[src/rtl/elevator_request_latch_if.sv]
// Button, service-strobe and request-summary bundle for the
// elevator request latch.
interface elevator_request_latch_if #(
  parameter int FLOORS  = 8,
  parameter int FLOOR_W = 4
);
  logic               buttons_block;
  logic [FLOORS-1:0]  btn_in;
  logic [FLOORS-1:0]  btn_up_out;
  logic [FLOORS-1:0]  btn_down_out;
  logic               arrive_valid;
  logic [FLOOR_W-1:0] arrive_floor;
  logic [1:0]         arrive_dir;
  logic [FLOOR_W-1:0] current_floor;
  logic [FLOORS-1:0]  active_in_levels;
  logic [FLOORS-1:0]  active_out_up_levels;
  logic [FLOORS-1:0]  active_out_down_levels;
  logic               any_request;
  logic               req_above;
  logic               req_below;
  logic               req_here;

  modport master (
    output buttons_block,
    output btn_in,
    output btn_up_out,
    output btn_down_out,
    output arrive_valid,
    output arrive_floor,
    output arrive_dir,
    output current_floor,
    input  active_in_levels,
    input  active_out_up_levels,
    input  active_out_down_levels,
    input  any_request,
    input  req_above,
    input  req_below,
    input  req_here
  );

  modport slave (
    input  buttons_block,
    input  btn_in,
    input  btn_up_out,
    input  btn_down_out,
    input  arrive_valid,
    input  arrive_floor,
    input  arrive_dir,
    input  current_floor,
    output active_in_levels,
    output active_out_up_levels,
    output active_out_down_levels,
    output any_request,
    output req_above,
    output req_below,
    output req_here
  );
endinterface

[src/rtl/elevator_request_latch.sv]
// Button synchroniser/debouncer and request latch for an N-floor car,
// with above/below/here summaries relative to the current floor.
module elevator_request_latch_deb #(
  parameter int DEBOUNCE_CYCLES = 4
) (
  input  logic clock,
  input  logic an_reset,
  input  logic raw,
  output logic level
);
  localparam int CW = $clog2(DEBOUNCE_CYCLES + 1);
  localparam logic [CW-1:0] LAST = CW'(DEBOUNCE_CYCLES - 1);

  logic          sync1;
  logic          sync2;
  logic          deb;
  logic [CW-1:0] cnt;

  always_ff @(posedge clock or negedge an_reset) begin
    if (!an_reset) begin
      sync1 <= 1'b0;
      sync2 <= 1'b0;
    end else begin
      sync1 <= raw;
      sync2 <= sync1;
    end
  end

  always_ff @(posedge clock or negedge an_reset) begin
    if (!an_reset) begin
      deb <= 1'b0;
      cnt <= '0;
    end else if (sync2 == deb) begin
      cnt <= '0;
    end else if (cnt == LAST) begin
      deb <= sync2;
      cnt <= '0;
    end else begin
      cnt <= cnt + 1'b1;
    end
  end

  assign level = deb;
endmodule

module elevator_request_latch #(
  parameter int FLOORS          = 8,
  parameter int DEBOUNCE_CYCLES = 4,
  parameter int FLOOR_W         = 4
) (
  input  logic clock,
  input  logic an_reset,
  elevator_request_latch_if.slave io
);
  localparam int CH = 3 * FLOORS;

  logic [FLOORS-1:0] up_raw;
  logic [FLOORS-1:0] down_raw;
  logic [CH-1:0]     raw;
  logic [CH-1:0]     deb;
  logic [CH-1:0]     prev;
  logic [CH-1:0]     press;

  logic [FLOORS-1:0] act_in;
  logic [FLOORS-1:0] act_up;
  logic [FLOORS-1:0] act_down;
  logic [FLOORS-1:0] act_in_n;
  logic [FLOORS-1:0] act_up_n;
  logic [FLOORS-1:0] act_down_n;
  logic [FLOORS-1:0] clr_mask;
  logic [FLOORS-1:0] all_act;

  // Top up and bottom down buttons do not exist on the landing.
  always_comb begin
    up_raw             = io.btn_up_out;
    up_raw[FLOORS-1]   = 1'b0;
    down_raw           = io.btn_down_out;
    down_raw[0]        = 1'b0;
  end

  assign raw = {down_raw, up_raw, io.btn_in};

  for (genvar c = 0; c < CH; c++) begin : g_ch
    elevator_request_latch_deb #(
      .DEBOUNCE_CYCLES(DEBOUNCE_CYCLES)
    ) u_deb (
      .clock   (clock),
      .an_reset(an_reset),
      .raw     (raw[c]),
      .level   (deb[c])
    );
  end

  always_ff @(posedge clock or negedge an_reset) begin
    if (!an_reset) prev <= '0;
    else           prev <= deb;
  end

  assign press = io.buttons_block ? '0 : (deb & ~prev);

  always_comb begin
    clr_mask = '0;
    for (int i = 0; i < FLOORS; i++) begin
      clr_mask[i] = io.arrive_valid &&
                    (io.arrive_floor == FLOOR_W'(i));
    end
  end

  // Clears are applied after presses so a same-cycle clear wins.
  always_comb begin
    act_in_n   = act_in ^ press[FLOORS-1:0];
    act_up_n   = act_up | press[2*FLOORS-1:FLOORS];
    act_down_n = act_down | press[CH-1:2*FLOORS];
    act_in_n   = act_in_n & ~clr_mask;
    if (io.arrive_dir[0]) act_up_n = act_up_n & ~clr_mask;
    if (io.arrive_dir[1]) act_down_n = act_down_n & ~clr_mask;
  end

  always_ff @(posedge clock or negedge an_reset) begin
    if (!an_reset) begin
      act_in   <= '0;
      act_up   <= '0;
      act_down <= '0;
    end else begin
      act_in   <= act_in_n;
      act_up   <= act_up_n;
      act_down <= act_down_n;
    end
  end

  assign all_act = act_in | act_up | act_down;

  // Out-of-range floor naturally yields above=0, here=0, below=any.
  always_comb begin
    io.req_above = 1'b0;
    io.req_below = 1'b0;
    io.req_here  = 1'b0;
    for (int i = 0; i < FLOORS; i++) begin
      if (i > int'(io.current_floor))
        io.req_above = io.req_above | all_act[i];
      if (i < int'(io.current_floor))
        io.req_below = io.req_below | all_act[i];
      if (i == int'(io.current_floor))
        io.req_here = io.req_here | all_act[i];
    end
  end

  assign io.any_request            = |all_act;
  assign io.active_in_levels       = act_in;
  assign io.active_out_up_levels   = act_up;
  assign io.active_out_down_levels = act_down;
endmodule

[src/flat_wrapper.sv]
// flat-port wrapper written by rule: the top's interface ports become plain ports
module elevator_request_latch_flat 
#(
  parameter int FLOORS          = 8,
  parameter int DEBOUNCE_CYCLES = 4,
  parameter int FLOOR_W         = 4
)
  (clock, an_reset, io_buttons_block, io_btn_in, io_btn_up_out, io_btn_down_out, io_arrive_valid, io_arrive_floor, io_arrive_dir, io_current_floor, io_active_in_levels, io_active_out_up_levels, io_active_out_down_levels, io_any_request, io_req_above, io_req_below, io_req_here);
  elevator_request_latch_if #(.FLOORS(FLOORS), .FLOOR_W(FLOOR_W)) io_i ();
  input  logic clock;
  input  logic an_reset;
  input wire logic [$bits(io_i.buttons_block)-1:0] io_buttons_block;
  input wire logic [$bits(io_i.btn_in)-1:0] io_btn_in;
  input wire logic [$bits(io_i.btn_up_out)-1:0] io_btn_up_out;
  input wire logic [$bits(io_i.btn_down_out)-1:0] io_btn_down_out;
  input wire logic [$bits(io_i.arrive_valid)-1:0] io_arrive_valid;
  input wire logic [$bits(io_i.arrive_floor)-1:0] io_arrive_floor;
  input wire logic [$bits(io_i.arrive_dir)-1:0] io_arrive_dir;
  input wire logic [$bits(io_i.current_floor)-1:0] io_current_floor;
  output wire logic [$bits(io_i.active_in_levels)-1:0] io_active_in_levels;
  output wire logic [$bits(io_i.active_out_up_levels)-1:0] io_active_out_up_levels;
  output wire logic [$bits(io_i.active_out_down_levels)-1:0] io_active_out_down_levels;
  output wire logic [$bits(io_i.any_request)-1:0] io_any_request;
  output wire logic [$bits(io_i.req_above)-1:0] io_req_above;
  output wire logic [$bits(io_i.req_below)-1:0] io_req_below;
  output wire logic [$bits(io_i.req_here)-1:0] io_req_here;
  assign io_i.buttons_block = io_buttons_block;
  assign io_i.btn_in = io_btn_in;
  assign io_i.btn_up_out = io_btn_up_out;
  assign io_i.btn_down_out = io_btn_down_out;
  assign io_i.arrive_valid = io_arrive_valid;
  assign io_i.arrive_floor = io_arrive_floor;
  assign io_i.arrive_dir = io_arrive_dir;
  assign io_i.current_floor = io_current_floor;
  assign io_active_in_levels = io_i.active_in_levels;
  assign io_active_out_up_levels = io_i.active_out_up_levels;
  assign io_active_out_down_levels = io_i.active_out_down_levels;
  assign io_any_request = io_i.any_request;
  assign io_req_above = io_i.req_above;
  assign io_req_below = io_i.req_below;
  assign io_req_here = io_i.req_here;
  elevator_request_latch #(.FLOORS(FLOORS), .DEBOUNCE_CYCLES(DEBOUNCE_CYCLES), .FLOOR_W(FLOOR_W)) u_core (.clock(clock), .an_reset(an_reset), .io(io_i));
endmodule
[config.mk]
export PLATFORM = sky130hd
export DESIGN_NAME = elevator_request_latch_flat
export DESIGN_NICKNAME = d
export VERILOG_FILES = /design/src/rtl/elevator_request_latch_if.sv /design/src/rtl/elevator_request_latch.sv /design/src/flat_wrapper.sv
export SDC_FILE = /design/constraint.sdc
export NUM_CORES = 1
export LEC_CHECK = 0
export BUFFER_PORTS_ARGS = -buffer_cell sky130_fd_sc_hd__buf_2
export CAP_MARGIN = 20
export CORE_ASPECT_RATIO = 0.75
export CORE_UTILIZATION = 60
export DETAILED_ROUTE_END_ITERATION = 16
export PLACE_DENSITY = 0.79
export SETUP_SLACK_MARGIN = 0.2
export SYNTH_ARGS = -nofsm -noshare
export SYNTH_HDL_FRONTEND = slang
export SYNTH_SLANG_ARGS = --single-unit
[constraint.sdc]
create_clock -name clock -period 3.8 [get_ports clock]
set_clock_uncertainty 0.2 [all_clocks]
set_input_delay 0.76 -clock clock [delete_from_list [all_inputs] [get_ports clock]]
set_output_delay 0.76 -clock clock [all_outputs]
set_load 0.05 [all_outputs]
==> results of run 1 <==
==> worst max path at each step <==
stage | start | end | depth (start not counted)
2_1_floorplan | io_current_floor[1] | io_req_above | 4
3_3_place_gp | io_current_floor[1] | io_req_here | 5
3_5_place_dp | io_current_floor[1] | io_req_here | 5
4_1_cts | u_core.io.active_in_levels[4] | io_any_request | 5
5_1_grt | u_core.io.active_in_levels[4] | io_req_below | 5
6_report | u_core.io.active_in_levels[4] | io_req_above | 5
==> routing by layer <==
metal	global-route usage	vias up	wire length, um
met4	0.106	0	272
met3	0.0720	23	658
met5	0	-	0
met2	0.388	92	6060
met1	0.279	1989	5230
li1	-	1871	-
==> critical path: stages, from the launching register on <==
cell and delay, ps:
dfrtp_1 410, nor3_1 620, nand3_1 200, nor3_1 280
a211oi_1 140, buf_2 230
==> flip-flops by register name, summed over array words and instances, names as in the netlist <==
signal	cells
u_core.g_ch.u_deb.cnt	72
u_core.g_ch.u_deb.sync2	22
u_core.io.active_in_levels	8
u_core.g_ch.u_deb.sync1	22
u_core.g_ch.u_deb.level	24
u_core.prev	24
u_core.io.active_out_up_levels	8
u_core.io.active_out_down_levels	8
==> per-stage QoR <==
stage / setup slack, ps / instances / utilization / power (mW) / hold slack, ps
2_1_floorplan: 543 / 497 / - / 3.91 / 131
3_3_place_gp: 806 / 697 / 0.666 / 4.22 / 132
3_5_place_dp: 805 / 697 / 0.666 / 4.34 / 135
4_1_cts: 570 / 728 / 0.718 / 6.10 / 149
5_1_grt: 407 / 729 / 0.718 / 6.36 / 155
6_report: 538 / 729 / 0.718 / 6.03 / 148
==> power groups by stage <==
stage / clock network [mW] / logic, mW / registers (mW)
after floorplan: 0 / 0.756 / 3.15
after global placement: 0 / 1.31 / 2.91
after detailed placement: 0 / 1.39 / 2.95
after CTS: 1.76 / 1.41 / 2.92
after global routing: 1.84 / 1.54 / 2.98
final: 1.72 / 1.39 / 2.92
==> cell type report <==
class	count	share of cell area
diodes	1	0.000316
repair buffers	65	0.0444
multi-input cells	296	0.262
well taps	140	0.0221
inverters	8	0.00379
clock inverters	11	0.0164
clock buffers	20	0.0564
flip-flops and latches	188	0.594
==> synthesized netlist by cell type <==
master / count
nand2_1: 13
xnor2_1: 22
xor2_1: 8
nor2b_1: 22
nand3b_1: 1
nor3_1: 33
and2_1: 2
mux4_2: 2
or3_1: 2
a21boi_2: 1
a21oi_1: 37
inv_1: 7
o22ai_1: 1
nand3_1: 3
inv_2: 1
o21ai_0: 6
nor4_1: 2
nor3b_1: 45
and3_1: 2
clkbuf_1: 2
buf_6: 1
a211oi_1: 4
nor2_1: 37
o2111ai_1: 1
or3b_1: 1
dfrtp_1: 188
mux2_2: 22
nor3_2: 2
a31oi_1: 1
buf_1: 2
o41ai_1: 1
ha_1: 24
nand2b_1: 1
==> cell families after synthesis <==
logic type | Yosys count | share of synthesized area
simple gates | 166 | 0.137
fa+ha+maj | 24 | 0.0439
buf+inv | 13 | 0.00823
mux | 24 | 0.0428
xor+xnor | 30 | 0.0384
flops | 188 | 0.688
compound gates | 52 | 0.0419
==> flow_summary_export.csv, run 1 <==
group,metric,value,unit
power,power.internal,4.09,mW
global_route,grt_first_pass_wirelength,20.3,mm
routing,wire_per_inst,16.8,um
worst_setup_path,rr_startpoint,"u_core.g_ch[8].u_deb.cnt[0]",
power,p_comb_frac,0.230,
yosys,yosys.area.top_type,"dfrtp_1",
yosys,synth_cell_types,33,
yosys,syn-instance-count,497,
sta,rsz0062_at_grt,"no",
power,p_clk_frac,0.286,
cells_and_area,postLayoutCellArea,7920,um2
floorplanning,initial_utilization,0.620,
floorplanning,io_pins,66,
worst_setup_path,cp_max_fo,4,
clock_tree,post-cts-setup-buffer-count,0,
clock_tree,ctsHoldBuffers,0,
routing,firstDrtPassIters,10,
worst_setup_path,critical_path_class,"reg2out",
yosys,synth_area,6840,um2
yosys,synth_top_area_frac,0.688,
global_route,grt_max_degree,118,
sta,fin_setup_tns,0,ps
clock_tree,cts_tree,"done",
floorplanning,coreArea,11000,um2
floorplanning,rows,33,
sta,slew_headroom,0.410,
sta,final-hold-violation-count,0,
worst_setup_path,r2r_end,"u_core.g_ch[8].u_deb.level",
place,hpwl,8.28,mm
global_route,grt.total_usage,0.231,
cells_and_area,final_common_cell,"dfrtp_1",
cells_and_area,register_area,4700,um2
yosys,ys_warn_count,0,
cells_and_area,multi_input_area,2080,um2
yosys,ys_seq_area_frac,0.688,
status,status,"finished, violations left",
routing,post_drt_via_cell_ratio,5.45,
status,violations,"design-rule violations",
sta,setup_viol,0,
clock_tree,cts.sinks,188,
place,gp_congestion,0.830,
min_path,hold_depth,0,
routing,drc_errors,5,
cells_and_area,nets,638,
min_path,hold_path.class,"reg2reg",
cells_and_area,most-common-layout-cells,"dfrtp_1, buf_2, nor3b_1",
global_route,antenna_found_initial,2,
yosys,synth-seq-cells,188,
worst_setup_path,end_kind,"output port",
worst_setup_path,cp-start-kind,"register",
global_route,grt_pass1_vias,4249,
power,power_leakage,3.66,nW
clock_tree,cts_buffer_depth,2,
sta,finalCriticalPeriod,3260,ps
power,vdd_drop_max,0.000418,V
min_path,min_from,"u_core.g_ch[11].u_deb.sync1",
clock_tree,htreeDepth,4,
min_path,min_to,"u_core.g_ch[11].u_deb.sync2",
flow_run,drv_cap,0,
yosys,synth_nets,559,
clock_tree,cts_buffers,17,
floorplanning,dieArea,11800,um2
cells_and_area,area_delta_synth_final,15.8,%
worst_setup_path,rr_worst_depth,3,
place,io_buffers,63,
worst_setup_path,required,2840,ps
routing,ant_nets,0,
floorplanning,die_w,125,um
clock_tree,clockRootBuffer,"clkbuf_16",
power,p_sw_frac,0.322,
routing,vias,3975,
worst_setup_path,arrival,2300,ps
cells_and_area,layout-drive-gt1-share,0.207,
power,cellPowerDensity,761,nW/um2
power,pwr-share-seq,0.484,
routing,routed_wl,12.2,mm
clock_tree,clkLatencyLatePin,420,ps
power,p_switching,1.94,mW
sta,slew_viol_final,0,
worst_setup_path,ff2ff_setup_slack,2280,ps
sta,fin_crit_sh,0.858,
sta,fmax,307,MHz
yosys,synth_area_leaders,"dfrtp_1, nor3b_1, ha_1",
sta,worst_pin_slew,886,ps
cells_and_area,fill_cells,707,
routing,drt_iter0_markers,240,
floorplanning,die_h,94.5,um
clock_tree,clkTransAtPathRegs,70,ps
global_route,grt_remaining_overflow,0,
yosys,syn-mean-instance-area,13.8,um2
clock_tree,cts_resized,0,
place,dpl_cell_area,7340,um2
No activity file was read; power rests on OpenSTA's default activity.
==> inputs of run 2 (changes only) <==
--- a/config.mk
+++ b/config.mk
@@ -5,12 +5,13 @@
 export SDC_FILE = /design/constraint.sdc
 export NUM_CORES = 1
 export LEC_CHECK = 0
-export BUFFER_PORTS_ARGS = -buffer_cell sky130_fd_sc_hd__buf_2
+export ABC_AREA = 1
 export CAP_MARGIN = 20
 export CORE_ASPECT_RATIO = 0.75
 export CORE_UTILIZATION = 60
 export DETAILED_ROUTE_END_ITERATION = 16
-export PLACE_DENSITY = 0.79
+export DONT_BUFFER_PORTS = 1
+export PLACE_DENSITY = 0.74
 export SETUP_SLACK_MARGIN = 0.2
 export SYNTH_ARGS = -nofsm -noshare
 export SYNTH_HDL_FRONTEND = slang
==> run 2 against run 1 <==
The flow finishes with violations (negative hold slack). Sequential share of layout area increased by 0.57 points. Final cell count increased by 11%. Critical endpoint is now io_req_here. First-iteration DRC count decreased by 12%. Non-clock buffer count decreased by 65. Clock power decreased by 2%. Design area decreased by 0.95%. Sequential cell count unchanged. Utilization decreased by 2.0 points. Largest cell class unchanged. Wire length decreased by 3.2%. Power decreased by 1.7%.
==> flow_summary_export.csv, run 2 <==
group,metric,value,unit
routing,vias,4130,
clock_tree,post-cts-setup-buffer-count,0,
floorplanning,io_pins,66,
cells_and_area,largest_reg_flops,72,
yosys,synth-seq-cells,188,
global_route,grt_first_pass_wirelength,19.5,mm
sta,hold-worst-slack,-169,ps
sta,slew_viol_final,0,
worst_setup_path,critical_path_class,"reg2out",
global_route,grt_max_degree,189,
sta,fmax,321,MHz
clock_tree,cts_resized,0,
clock_tree,cts_tree,"done",
sta,worst_pin_slew,671,ps
floorplanning,rows,33,
power,cellPowerDensity,755,nW/um2
floorplanning,dieArea,12300,um2
floorplanning,initial_utilization,0.631,
floorplanning,die_h,96.2,um
global_route,grt_pass1_vias,4051,
worst_setup_path,required,2840,ps
worst_setup_path,rr_worst_depth,3,
worst_setup_path,ff2ff_setup_slack,2410,ps
global_route,antenna_found_initial,0,
sta,fin_crit_sh,0.820,
cells_and_area,stdcell_count,808,
floorplanning,die_w,128,um
power,power_leakage,3.76,nW
yosys,synth_area,7090,um2
sta,rsz0062_at_grt,"no",
worst_setup_path,cpPeakStageDelay,570,ps
flow_run,drv_cap,0,
yosys,synth-edff-count,0,
yosys,synth_cell_types,26,
clock_tree,cts_buffers,17,
sta,setup_viol,0,
routing,drt_iter0_markers,212,
yosys,async_flop_share,1.00,
place,gp_congestion,0.913,
yosys,ys_dominant_reg_cell,"dfrtp_1",
worst_setup_path,critPathLaunch,"u_core.io.active_in_levels[7]",
clock_tree,cts.sinks,188,
cells_and_area,diodes,0,
cells_and_area,fill_cells,817,
worst_setup_path,arrival,2160,ps
worst_setup_path,rr_startpoint,"u_core.io.active_in_levels[7]",
cells_and_area,post-route-util,0.698,
routing,wire_per_inst,14.7,um
routing,post_drt_via_cell_ratio,5.11,
sta,fin_setup_tns,0,ps
status,violations,"negative hold slack",
worst_setup_path,crit_chain,"inv_1 -> nand3_1 -> nand2_1 -> nand2_1 -> nor2_1 -> nand3_1",
power,p_total,5.92,mW
worst_setup_path,cp-start-kind,"register",
worst_setup_path,end_kind,"output port",
routing,ant_nets,0,
worst_setup_path,cp_max_fo,4,
yosys,syn-instance-count,620,
sta,slew_headroom,0.551,
clock_tree,clkLatencyLatePin,420,ps
status,status,"finished, violations left",
place,hpwl,8.24,mm
routing,drc_errors,0,
worst_setup_path,r2r_end,"u_core.io.active_in_levels[7]",
clock_tree,clockRootBuffer,"clkbuf_16",
yosys,synth.most_common_cell,"dfrtp_1",
clock_tree,htreeDepth,4,
routing,firstDrtPassIters,5,
clock_tree,clkTransAtPathRegs,70,ps
clock_tree,cts_buffer_depth,2,
yosys,ys_seq_area_frac,0.663,
cells_and_area,layout-drive-gt1-share,0.0860,
routing,routed_wl,11.8,mm
power,vdd_drop_max,0.000539,V
cells_and_area,nets,700,
cells_and_area,largest_register,"u_core.g_ch.u_deb.cnt",
worst_setup_path,slowest_stage,"dfrtp_1",
cells_and_area,area_delta_synth_final,10.6,%
min_path,hold_path.class,"in2async",
global_route,grt.total_usage,0.217,
sta,finalCriticalPeriod,3120,ps
floorplanning,coreArea,11200,um2
yosys,yosys-top-cells-count,"dfrtp_1, nand2_1, inv_1, nor2_1, nor3_1",
yosys,yosys.area.top_type,"dfrtp_1",
yosys,synth_top_area_frac,0.663,
cells_and_area,most-common-layout-cells,"dfrtp_1, nand2_1, inv_1",
yosys,synth_nets,682,
place,io_buffers,0,
sta,final-hold-violation-count,188,
yosys,ys_warn_count,0,
yosys,syn-mean-instance-area,11.4,um2
cells_and_area,final_common_cell,"dfrtp_1",
yosys,synth_area_leaders,"dfrtp_1, nand2_1, inv_1",
global_route,grt_remaining_overflow,0,
place,dp_cells,776,
==> run 2: power by group <==
part / internal [mW] / switching [mW] / total (mW) / leakage (nW)
clock: 0.922 / 0.763 / 1.68 / 0.266
sequential: 2.53 / 0.689 / 3.22 / 2.30
combinational: 0.495 / 0.526 / 1.02 / 1.19
total: 3.95 / 1.98 / 5.92 / 3.76
==> run 2: kinds of logic (layout without fill, tap and decap cells) <==
logic type | count (synthesis) | count (layout) | share of synthesized area
flops | 188 | 188 | 0.663
buf+inv | 87 | 118 | 0.0471
simple gates | 233 | 233 | 0.153
compound gates | 45 | 45 | 0.0344
xor+xnor | 25 | 25 | 0.0309
fa+ha+maj | 24 | 24 | 0.0423
mux | 18 | 18 | 0.0286
==> run 2: how the worst max path moves through the flow <==
stage | endpoint | cells past startpoint
floorplan | io_req_below | 6
global placement | io_req_below | 6
CTS | io_req_here | 6
global route | io_req_below | 6
finish | io_req_here | 6
detailed placement | io_req_below | 6
==> run 2: routing by layer <==
metal  track usage  share of wire  wire (um)
met1         0.268           0.43       5100
met2         0.356           0.48       5650
met3        0.0667          0.076        899
met4         0.100          0.016        192
met5             0              0          0
==> run 2: area by class of cell <==
cell class	instances	area (um2)	share of cell area
inverters	86	323	0.0412
multi-input cells	345	2050	0.262
well taps	157	196	0.0250
flip-flops and latches	188	4700	0.600
clock buffers	19	433	0.0552
clock inverters	13	134	0.0171
==> run 2: critical path, delay by kind of cell, from the launching register on <==
family,cells,cell delay [ps]
simple gates,5,960
buf+inv,1,220
flops,1,570
==> run 2: through the flow <==
stage / instance area (um2) / setup WS (ps)
CTS: 7840 / 682
global route: 7840 / 566
detailed placement: 7280 / 1130
floorplan: 7090 / 1260
finish: 7840 / 682
global placement: 7280 / 1120
